[src/rtl/gate_truth_checker_hold_counter.sv]
// Per-vector hold counter: counts clocks while enabled and flags the last
// hold cycle; wraps to zero on that cycle so the next vector starts fresh.
module hold_counter #(
  parameter int unsigned HOLD_CYCLES = 20
) (
  input  logic clk,
  input  logic rst,
  input  logic clr,
  input  logic en,
  output logic tc
);

  localparam int unsigned CW = $clog2(HOLD_CYCLES + 1);
  localparam logic [CW-1:0] LAST = CW'(HOLD_CYCLES - 1);

  logic [CW-1:0] cnt_q;
  logic [CW-1:0] cnt_d;

  // Next count: clear wins, otherwise count up and wrap at the last hold cycle.
  always_comb begin
    cnt_d = cnt_q;
    if (clr) begin
      cnt_d = '0;
    end else if (en) begin
      if (cnt_q == LAST) begin
        cnt_d = '0;
      end else begin
        cnt_d = cnt_q + CW'(1);
      end
    end
  end

  // Count register with asynchronous clear.
  always_ff @(posedge clk or posedge rst) begin
    if (rst) begin
      cnt_q <= '0;
    end else begin
      cnt_q <= cnt_d;
    end
  end

  assign tc = (cnt_q == LAST);

endmodule

[config.mk]
export PLATFORM = sky130hd
export DESIGN_NAME = hold_counter
export DESIGN_NICKNAME = d
export VERILOG_FILES = /design/src/rtl/gate_truth_checker_hold_counter.sv
export SDC_FILE = /design/constraint.sdc
export NUM_CORES = 1
export LEC_CHECK = 0
export ABC_AREA = 1
export CAP_MARGIN = 40
export CORE_AREA = 3 3 40 42
export CTS_BUF_LIST = sky130_fd_sc_hd__clkbuf_16
export DETAILED_ROUTE_END_ITERATION = 16
export DIE_AREA = 0 0 43 45
export DONT_BUFFER_PORTS = 1
export PLACE_DENSITY = 0.36
export SETUP_SLACK_MARGIN = 0.4
export SLEW_MARGIN = 5
export SYNTH_ARGS = -nofsm -noshare
export SYNTH_HDL_FRONTEND = slang
export SYNTH_SLANG_ARGS = --single-unit
[constraint.sdc]
create_clock -name clk -period 1.2 [get_ports clk]
set_clock_uncertainty 0.05 [all_clocks]
set_input_delay 0.18 -clock clk [delete_from_list [all_inputs] [get_ports clk]]
set_output_delay 0.18 -clock clk [all_outputs]
set_load 0.05 [all_outputs]
### Word-level counts from Yosys, hierarchy flattened

Cells that the tools add are included.
W data, S select, Z words.

| storage, ports and cells | value |
|---|---|
| register bits | 5 |
| bits of input ports | 4 |
| output and inout port bits | 1 |
| word-level logic and storage cells | 7 |

| operators by class | value |
|---|---|
| add/subtract/negate cells | 1 |
| equal/unequal tests | 1 |
| muxes and demuxes | 3 |
| reductions and logical operators | 1 |

Operators with widths:

| kind | count |
|---|---|
| $mux W5 | 3 |
| $add A5 B1 Y5 const B | 1 |
| $eq A5 B5 Y1 const B | 1 |
| $reduce_bool A2 Y1 | 1 |

### Depth between registers and ports, before layout

| depth | value |
|---|---|
| depth after elaboration | 4 |
| depth in mapped cells | 6 |
| depth with buffers taken out | 6 |

### Least setup slack after synthesis

No wires, ideal clock.

| timing | value |
|---|---|
| path type | register to output |
| start point | reg cnt_q[0] |
| end point | out tc |
| arrival time | 1.099 ns |
| data required time | 0.970 ns |
| path slack | -0.129 ns |
| cell stages (with the launch flop) | 6 |
| buffers on the path | 0 |
| path through | dfrtp_1 > ha_1 > nand2_1 > inv_1 > nand2_1 > inv_1 |

| on the way | value |
|---|---|
| longest elaborated chain between the ends | 1 |

RTL lines:

| item | line | source |
|---|---|---|
| start, declared | 16 | `logic [CW-1:0] cnt_q;` |
| start signal, assigned | 38 | `cnt_q <= cnt_d;` |
| $eq A5 B5 Y1 | 42 | `assign tc = (cnt_q == LAST);` |
| end, declared | 10 | `output logic tc` |

No other way between the ends.

### Worst setup path in the final report

Ends and elaborated chain as after synthesis.

==> flow_summary.json <==
{
  "status": "finished, violations left",
  "violations": "setup timing",
  "post-place-ws_ns": -0.0275,
  "slew-limit-headroom": 0.835,
  "portBuffers": 0,
  "grt_pass1_vias": 318,
  "viasPerCell": 4.37,
  "cts.sinks": 5,
  "synth_warnings": 0,
  "synth.most_common_cell": "nand2_1",
  "hold_viol": 0,
  "worstPathArrival_ns": 1.21,
  "async_flop_share": 1.00,
  "drv_cap": 0,
  "coreArea_mm2": 0.00128,
  "netlist_instances": 45,
  "overflow": 0,
  "critical_path.cell_chain": "ha_4 -> nand2_2 -> inv_2 -> nand2_4 -> clkinvlp_4",
  "cp_max_fo": 2,
  "p_leak_uw": 0.000291,
  "dr.pass1.iters": 4,
  "synth_nets": 50,
  "grt_max_degree": 7,
  "total_power_uw": 805,
  "dpl_cell_area_um2": 384,
  "hpwl_um": 564,
  "cts_tree": "built",
  "std_cell_rows": 13,
  "syn-cell-area_um2": 304,
  "clock_path_buffers": 2,
  "synthTopCellsByCount": "20 x nand2_1, 9 x inv_1, 5 x dfrtp_1",
  "postLayoutCellArea_um2": 562,
  "area_delta_synth_final_pct": 84.8,
  "critPathLaunchType": "register",
  "setup_viol": 5,
  "layout_setup_ws_ns": -0.240,
  "routed_wirelength_um": 838,
  "fmax_mhz": 694,
  "cpPeakStageDelay_ns": 0.40,
  "fin_hold_ws_ns": 0.0241,
  "largest_registers": "cnt_q: 5 flops",
  "wl_per_cell_um": 11.0,
  "synth-edff-count": 0,
  "dieArea_mm2": 0.00194,
  "drv_slew": 0,
  "htree_levels": 1,
  "crit_slowest_cell": "dfrtp_1",
  "synth_cell_type_count": 9,
  "p_per_area_mw_per_mm2": 1430,
  "ir_drop_uv": 784,
  "largest_reg_flops": 5,
  "ant_nets": 0,
  "hp-class": "in -> reg",
  "ys_seq_elements": 5,
  "grt_pass1_wl_mm": 1.27,
  "gr-usage-all-layers": 0.100,
  "post-route-period-util": 1.20,
  "yosysTopAreaCellShare": 0.412,
  "cts_root_buffer": "clkbuf_16",
  "yosysTopAreaCell": "dfrtp_1",
  "clkLatencyLatePin_ns": 0.23,
  "yosysSeqAreaShare": 0.412,
  "regMostFlops": "cnt_q",
  "io_pins": 5,
  "endpoint_kind": "output port",
  "synth-main-ff-cell": "dfrtp_1",
  "cts.clk_slew.worst_paths_ns": 0.04,
  "antennaDiodeCount": 0,
  "syn_area_per_cell_um2": 6.76,
  "min_period_ns": 1.44,
  "vias": 332,
  "critPathKind": "reg -> out",
  "start_util": 0.237,
  "final_nets": 67,
  "die-width_um": 43,
  "rsz0062_at_grt": "yes",
  "drt_iter0_drc": 6,
  "cp_data_required_time_ns": 0.97,
  "drc": 0,
  "drive_gt1_frac": 0.410,
  "antenna_found_initial": 0,
  "gp_congestion": 0.764,
  "die-height_um": 45,
  "synthTopCellsByArea": "dfrtp_1 41%, nand2_1 25%, inv_1 11%",
  "worst_pin_slew_ns": 0.247,
  "cts_buffers": 3
}
==> layer usage <==
layer / up-vias / GRT usage / share of wire
li1: 169 / - / -
met4: 0 / 0.127 / 0.049
met1: 150 / 0.0978 / 0.42
met5: - / 0 / 0
met3: 5 / 0.0558 / 0.080
met2: 8 / 0.135 / 0.45
==> logic make-up after synthesis <==
| family | count (synthesis) | synth area share |
|---|---|---|
| buf+inv | 9 | 0.111 |
| flops | 5 | 0.412 |
| compound gates | 4 | 0.0782 |
| fa+ha+maj | 1 | 0.0411 |
| simple gates | 26 | 0.358 |
==> worst max-delay path, delay by kind of cell (launching register included) <==
family / cells / cell delay, ns
buffers and inverters: 2 / 0.28
adder cells (fa/ha/maj): 1 / 0.18
flip-flops: 1 / 0.40
AND/OR/NAND/NOR: 2 / 0.12
==> power by group <==
part / internal (uW) / switching [uW]
combinational: 34.8 / 35.2
sequential: 176 / 6.17
clock: 433 / 120
==> cells in the final DEF (no fill, tap or decap) <==
cell	n
ha_4	1
clkinvlp_4	1
nand2_2	2
nand3_1	2
dfrtp_1	5
inv_1	8
buf_4	8
inv_2	1
nor2_2	1
nand2_1	17
buf_6	3
nand2_4	1
a21oi_4	2
nand3_2	1
clkbuf_16	3
nand4_1	2
a21oi_2	1
a21oi_1	1
dlygate4sd3_1	1
==> path summary, 6_finish.rpt <==
kind	start	to	slack, ns	cells past startpoint
max in group asynchronous	rst	cnt_q[3]	0.67	2
worst min register to register	cnt_q[4]	cnt_q[4]	0.51	2
worst max register to register	cnt_q[0]	cnt_q[0]	-0.13	8
worst max-delay path	cnt_q[0]	tc	-0.24	5
worst min-delay path	en	cnt_q[1]	0.02	2
min in group asynchronous	rst	cnt_q[1]	0.24	2
==> what timing repair did <==
item	CTS	global route
pin swaps	3	6
endpoints found under the hold margin	5	0
resized for setup	6	4
buffers inserted	3	3
hold buffers	1	0
endpoints found under the setup margin	6	6
==> area by class of cell <==
cell class	count	area, um^2
Clock buffer	3	75.1
Clock inverter	1	3.75
Fill cell	129	723
Inverter	9	37.5
Multi-Input combinational cell	31	198
Sequential cell	5	125
Tap cell	15	18.8
Timing Repair Buffer	12	104
==> per-stage QoR <==
stage          TNS [ns]   util  cells
2_1_floorplan   -0.0346      -     45
3_3_place_gp    -0.0115  0.299     65
3_5_place_dp    -0.0275  0.299     65
4_1_cts          -0.341  0.402     73
5_1_grt          -0.855  0.437     76
6_report         -0.600  0.437     76
Note: power is estimated with default switching activity, not from simulation.
